$ cat src/rtl/tq_chromadc_fh_qt.sv
// tq_chromadc_fh_qt: encoder-side chroma DC path. Collects the four DC terms of
// one 8x8 chroma block, applies a forward 2x2 Hadamard, quantizes the four
// results in parallel and streams the levels out in raster order.
// Optional feature: define TQ_CHROMA_DC_NNZ_EN to add nnz_o, the count of
// nonzero levels in the block (CAVLC TotalCoeff for chroma DC).
module tq_chromadc_fh_qt #(
    parameter int DW = 15,
    parameter int LW = 15
) (
    input  logic                 clk_i,
    input  logic                 rst_n_i,
    input  logic                 in_valid_i,
    output logic                 in_ready_o,
    input  logic signed [DW-1:0] in_coef_i,
    input  logic [5:0]           qp_i,
    input  logic                 intra_i,
    output logic                 out_valid_o,
    input  logic                 out_ready_i,
    output logic signed [LW-1:0] out_level_o,
    output logic                 out_last_o
`ifdef TQ_CHROMA_DC_NNZ_EN
    ,
    output logic [2:0]           nnz_o
`endif
);

    // Hadamard outputs need two extra bits; the magnitude-times-MF product
    // needs 14 more, and one guard bit absorbs the rounding offset.
    localparam int FW = DW + 2;
    localparam int SW = DW + 2 + 14 + 1;

    localparam logic [SW-1:0] NEG_LIM = SW'(1) << (LW - 1);
    localparam logic [SW-1:0] POS_LIM = NEG_LIM - SW'(1);

    localparam logic [1:0] S_COLLECT = 2'd0;
    localparam logic [1:0] S_HT      = 2'd1;
    localparam logic [1:0] S_QT      = 2'd2;
    localparam logic [1:0] S_OUT     = 2'd3;

    logic [1:0]           state;
    logic [1:0]           cnt;
    logic [1:0]           ocnt;
    logic [5:0]           qp_q;
    logic                 intra_q;
    logic signed [DW-1:0] coef       [4];
    logic signed [FW-1:0] f          [4];
    logic signed [FW-1:0] f_next     [4];
    logic signed [LW-1:0] level      [4];
    logic signed [LW-1:0] level_next [4];

    logic [3:0]  qp_div;
    logic [2:0]  qp_mod;
    logic [3:0]  ofs_idx;
    logic [4:0]  shift;
    logic [13:0] mf;
    logic [23:0] ofs;

    // Sign-magnitude quantization: the sign is reapplied after the shift so a
    // zero magnitude can never turn into a negative level.
    function automatic logic signed [LW-1:0] quant(
        input logic signed [FW-1:0] fv,
        input logic [13:0]          mfv,
        input logic [4:0]           sv,
        input logic [23:0]          ofsv
    );
        logic [FW-1:0] mag;
        logic [SW-1:0] acc;
        logic [SW-1:0] q;
        mag = fv[FW-1] ? FW'(-fv) : FW'(fv);
        acc = SW'(mag) * SW'(mfv) + SW'(ofsv);
        q   = acc >> sv;
        if (fv[FW-1]) begin
            if (q >= NEG_LIM) quant = {1'b1, {(LW-1){1'b0}}};
            else              quant = -LW'(q);
        end else begin
            if (q > POS_LIM)  quant = {1'b0, {(LW-1){1'b1}}};
            else              quant = LW'(q);
        end
    endfunction

    // Quantizer parameters derived from the latched (already clamped) QP.
    always_comb begin
        // NOTE: every combinational output gets a value on every path (case
        // defaults included) so no latch is inferred.
        qp_div  = 4'(qp_q / 6'd6);
        qp_mod  = 3'(qp_q % 6'd6);
        shift   = 5'd16 + 5'(qp_div);
        // floor(2^S/6) equals floor(2^(S-1)/3), so one table of floor(2^n/3)
        // serves both roundings: intra looks one entry further up.
        ofs_idx = qp_div + 4'(intra_q);
        case (qp_mod)
            3'd0:    mf = 14'd13107;
            3'd1:    mf = 14'd11916;
            3'd2:    mf = 14'd10082;
            3'd3:    mf = 14'd9362;
            3'd4:    mf = 14'd8192;
            default: mf = 14'd7282;
        endcase
        case (ofs_idx)
            4'd0:    ofs = 24'd10922;
            4'd1:    ofs = 24'd21845;
            4'd2:    ofs = 24'd43690;
            4'd3:    ofs = 24'd87381;
            4'd4:    ofs = 24'd174762;
            4'd5:    ofs = 24'd349525;
            4'd6:    ofs = 24'd699050;
            4'd7:    ofs = 24'd1398101;
            4'd8:    ofs = 24'd2796202;
            default: ofs = 24'd5592405;
        endcase
    end

    // Forward 2x2 Hadamard on the collected coefficients, full width.
    always_comb begin
        f_next[0] = FW'(coef[0]) + FW'(coef[1]) + FW'(coef[2]) + FW'(coef[3]);
        f_next[1] = FW'(coef[0]) - FW'(coef[1]) + FW'(coef[2]) - FW'(coef[3]);
        f_next[2] = FW'(coef[0]) + FW'(coef[1]) - FW'(coef[2]) - FW'(coef[3]);
        f_next[3] = FW'(coef[0]) - FW'(coef[1]) - FW'(coef[2]) + FW'(coef[3]);
    end

    // All four levels are quantized in parallel.
    always_comb begin
        for (int i = 0; i < 4; i++) begin
            level_next[i] = quant(f[i], mf, shift, ofs);
        end
    end

`ifdef TQ_CHROMA_DC_NNZ_EN
    logic [2:0] nnz_q;
    logic [2:0] nnz_next;

    // Count of nonzero levels, formed alongside the quantizer.
    always_comb begin
        nnz_next = 3'd0;
        for (int i = 0; i < 4; i++) begin
            nnz_next = nnz_next + 3'(level_next[i] != '0);
        end
    end

    // Captured in QT and held through the whole output burst.
    always_ff @(posedge clk_i or negedge rst_n_i) begin
        if (!rst_n_i)          nnz_q <= 3'd0;
        else if (state == S_QT) nnz_q <= nnz_next;
    end

    assign nnz_o = nnz_q;
`endif

    // Block sequencer: COLLECT -> HT -> QT -> OUT -> COLLECT.
    always_ff @(posedge clk_i or negedge rst_n_i) begin
        if (!rst_n_i) begin
            state   <= S_COLLECT;
            cnt     <= 2'd0;
            ocnt    <= 2'd0;
            qp_q    <= 6'd0;
            intra_q <= 1'b0;
            // NOTE: the small coefficient/level arrays are reset so an aborted
            // block leaves no stale data visible on the outputs.
            for (int i = 0; i < 4; i++) begin
                coef[i]  <= '0;
                f[i]     <= '0;
                level[i] <= '0;
            end
        end else begin
            case (state)
                S_COLLECT: begin
                    if (in_valid_i) begin
                        coef[cnt] <= in_coef_i;
                        if (cnt == 2'd0) begin
                            qp_q    <= (qp_i > 6'd51) ? 6'd51 : qp_i;
                            intra_q <= intra_i;
                        end
                        cnt <= cnt + 2'd1;
                        if (cnt == 2'd3) state <= S_HT;
                    end
                end
                S_HT: begin
                    for (int i = 0; i < 4; i++) f[i] <= f_next[i];
                    state <= S_QT;
                end
                S_QT: begin
                    for (int i = 0; i < 4; i++) level[i] <= level_next[i];
                    state <= S_OUT;
                end
                S_OUT: begin
                    if (out_ready_i) begin
                        ocnt <= ocnt + 2'd1;
                        if (ocnt == 2'd3) begin
                            ocnt  <= 2'd0;
                            cnt   <= 2'd0;
                            state <= S_COLLECT;
                        end
                    end
                end
                default: state <= S_COLLECT;
            endcase
        end
    end

    assign in_ready_o  = (state == S_COLLECT);
    assign out_valid_o = (state == S_OUT);
    assign out_last_o  = out_valid_o && (ocnt == 2'd3);
    assign out_level_o = out_valid_o ? level[ocnt] : '0;

endmodule

$ cat config.mk
export PLATFORM = sky130hd
export DESIGN_NAME = tq_chromadc_fh_qt
export DESIGN_NICKNAME = d
export VERILOG_FILES = /design/src/rtl/tq_chromadc_fh_qt.sv
export SDC_FILE = /design/constraint.sdc
export NUM_CORES = 2
export LEC_CHECK = 0
export CAP_MARGIN = 20
export CORE_MARGIN = 3
export CORE_UTILIZATION = 45
export DETAILED_ROUTE_END_ITERATION = 16
export GPL_TIMING_DRIVEN = 1
export HOLD_SLACK_MARGIN = 0.12
export REMOVE_ABC_BUFFERS = 1
export SETUP_SLACK_MARGIN = 0.1
export SKIP_LAST_GASP = 1
export SLEW_MARGIN = 20
export SYNTH_ARGS = -nofsm -noshare
export SYNTH_HDL_FRONTEND = slang
export SYNTH_SLANG_ARGS = --single-unit
$ cat constraint.sdc
create_clock -name clk_i -period 17.3 [get_ports clk_i]
set_clock_uncertainty 0.15 [all_clocks]
set_input_delay 4.325 -clock clk_i [delete_from_list [all_inputs] [get_ports clk_i]]
set_output_delay 4.325 -clock clk_i [all_outputs]
set_load 0.1 [all_outputs]
==> metrics.md <==
| Metric | Value |
|---|---|
| Final min period | ~14 ns |
| Critical Path AT | 14.42 ns |
| Post-CTS Hold Fix Bufs | 0 |
| Initial drt markers | 4255 |
| Clock transition time at the flip-flop clock pins of the worst setup and hold paths | 0.06 ns |
| Crit Reg-Reg Endpoint | level[56]$_DFFE_PN0P_ |
| Reg-to-reg slack, setup | roughly 3.2 ns |
| Slew at the pin with the worst max-slew slack | approximately 1.2 ns |
| Final Hold Viols | 0 |
| Final max-slew violation count | 0 |
| Number of flops mapped to enable cells by yosys | 0 |
| Hold Path Cell Cnt | 1 |
| Clock tree from TritonCTS | built |
| Slew Limit Headroom | 0.1715 |
| Core Rows | ~130 |
| Depth of the worst register-to-register path | 34 |
| Min-Delay Endpoint | level[31]$_DFFE_PN0P_ |
| Total vias in the final route | 46370 |
| Number of optimization iterations in the first detailed-route pass | 6 |
| Worst min-delay path class | reg2reg |
| Cell seen most often among critical-path stages | fa_1 |
| Final count of negative-setup-slack endpoints | 0 |
| Most used flip-flop cell after synthesis | dfrtp_1 |
| Cts bufs inserted | 26 |
| Peak Freq | 0.07112 GHz |
| Final ANT Viol Nets | 0 |
| Final HPWL from detailed placement | 153000 um |
| Element type at the critical path start | flip-flop |
| Cell at the root of the clock tree | clkbuf_16 |
| Vias in the first global route | 47910 |
| Ys async rst share | 1.000 |
| Number of gates resized after CTS | 0 |
| Routability congestion estimate from global placement | 0.9927 |
| Hold Crit Start | level[31]$_DFFE_PN0P_ |
| Initial cell density of the core | 0.4551 |
| Area growth syn-to-layout | 6.151% |
| Count of mapped cells out of synthesis | roughly 6300 |
| Die height | 352.0 um |
| Commonest cells after routing, fill and taps aside | inv_1, fa_1, nand2_1, nor2_1, ha_1 |
| Result of the run | finished clean |
| Netlist Area Pre-Place | 53890 sq um |
| Count of buffer and inverter cells on the critical path | 6 |
| Post-route fraction of the period consumed by the critical path | 0.8128 |
| Ranking of synthesized cells by area | fa_1, ha_1, dfrtp_1, inv_1, nand2_1 |
| Critical path endpoint category | flip-flop |
| Pin count of the biggest net entering global routing | 86 |
| Number of sinks handled by clock tree synthesis | 201 |
| RSZ-0062 raised after global routing | false |
| Max FO, Critical Path | 28 |
| All-Layer GR Usage | 0.3094 |
| # Post-CTS Setup Buffers | 0 |
| Final routed wire length divided by cell count | around 24 um |
| Count of max-cap constraint violations | 0 |
| Net total in the final layout | 7606 |
| Top-level port count | 44 |
| Post-route DRC | 0 |
| Commonest non-fill, non-tap cell in the layout | inv_1 |
| IO buf count | 43 |
| Worst setup startpoint | qp_q[5]$_DFFE_PN0P_ |
| Per-cell via count in the routed design | 5.906 |
| Wire length after detailed routing | 190600 um |
| Mean instance size in the synthesized netlist | 8.504 sq um |
| Cell with the largest stage delay on the worst path | a221oi_1 |
| Share of post-route cells with drive strength above 1 | 0.06368 |
| Final standard cell utilization of the core | 0.4831 |
| Cell family with the largest share of critical-path delay | compound AO/OA/AOI/OAI gates |
| Overflow left after global routing | 0 |
| Worst-Skew Late Latency | about 0.60 ns |
| Most area-hungry cell type in the Yosys netlist | fa_1 |
| Number of antenna violations at the first check in global routing | 5 |
| Sequential area share after synthesis | 0.09334 |
| Worst Path Required | 17.66 ns |
| Distinct cell type count after synthesis | 110 |
| Longest Clk Path Bufs | 3 |
| Wire length of the first global-routing pass | 295900 um |
| Critical path type | reg2reg |
| Reg2reg start | qp_q[5]$_DFFE_PN0P_ |
| Post-route setup TNS | 0 ns |
| Total Die Area | 123900 sq um |
| Die outline width | about 350 um |
| Fraction of post-synthesis cell area in the top cell type by area | 0.3221 |
| Stage delay of the slowest cell on the critical path | 1.00 ns |
| Number of H-tree levels | 1 |
| CORE AREA | 118400 sq um |
| Number of warnings issued by yosys | 0 |
| Post-synthesis register bit count | about 200 |
[synthesized netlist by cell type, types with 45 or more instances]
| cell type | count |
|---|---|
| a211oi_1 | 49 |
| a21o_1 | 74 |
| a21oi_1 | 235 |
| and2_1 | 76 |
| and3_1 | 55 |
| clkbuf_1 | 244 |
| dfrtp_1 | 201 |
| fa_1 | 867 |
| ha_1 | 483 |
| inv_1 | 991 |
| mux2_2 | 115 |
| nand2_1 | 845 |
| nand3_1 | 164 |
| nand4_1 | 49 |
| nor2_1 | 514 |
| nor3_1 | 90 |
| o211ai_1 | 47 |
| o21ai_0 | 214 |
| o31ai_1 | 45 |
| xnor2_1 | 145 |
| xor2_1 | 85 |
[metal layers]
metal | vias up | track usage | share of wire
met4 | 6 | 0.1302 | 0.053
met2 | 2040 | 0.4745 | 0.43
met1 | 23230 | 0.4236 | 0.42
met3 | 399 | 0.06654 | 0.092
met5 | - | 0 | 0.00022
li1 | 20690 | - | -
[final cells by class]
class	count	area (sq um)
Antenna cell	1	2.502
Fill cell	11530	61190
Sequential cell	201	5030
Timing Repair Buffer	160	1314
Multi-Input combinational cell	4843	44200
Clock inverter	12	158.9
Clock buffer	36	748.2
Tap cell	1600	2002
Inverter	998	3746
[worst max path at each step]
stage / to / slack (ns) / cells after the start
final: level[56]$_DFFE_PN0P_ / 3.24 / 34
after global routing: level[56]$_DFFE_PN0P_ / 2.53 / 34
after floorplan: level[12]$_DFFE_PN0P_ / 0.53 / 35
after CTS: level[56]$_DFFE_PN0P_ / 3.53 / 34
after detailed placement: level[56]$_DFFE_PN0P_ / 3.58 / 34
after global placement: level[56]$_DFFE_PN0P_ / 3.29 / 34
[flip-flops by register name (all words and copies together), names as in the netlist]
| register | count |
|---|---|
| f | 68 |
| ocnt | 2 |
| coef | 60 |
| intra_q | 1 |
| qp_q | 6 |
| state | 2 |
| cnt | 2 |
| level | 60 |
[cell families (layout without fill, tap and decap cells)]
| group | Yosys count | count (layout) | share of synthesized area |
|---|---|---|---|
| flip-flops | 201 | 201 | 0.09334 |
| XOR/XNOR | 231 | 231 | 0.03789 |
| AO/OA/AOI/OAI | 1098 | 1098 | 0.1402 |
| AND/OR/NAND/NOR | 1998 | 1998 | 0.1663 |
| multiplexers | 166 | 166 | 0.03703 |
| buffers and inverters | 1293 | 1206 | 0.09107 |
| other | 0 | 1 | 0 |
| adder cells (fa/ha/maj) | 1350 | 1350 | 0.4342 |
[stage by stage]
stage                     worst slack (ns)  std cells  cell area (sq um)  hold WS, ns
final                                3.239       7851              57200       0.3445
after global placement               3.289       7802              56210       0.3222
after floorplan                     0.5267       6042              52730       0.2913
after detailed placement             3.581       7802              56270       0.3237
after global routing                 2.529       7850              57200       0.3614
after CTS                            3.534       7850              57180       0.3464
Power is not shown: default switching activity piles up to over one toggle a cycle in this logic, so the estimate is an artifact.
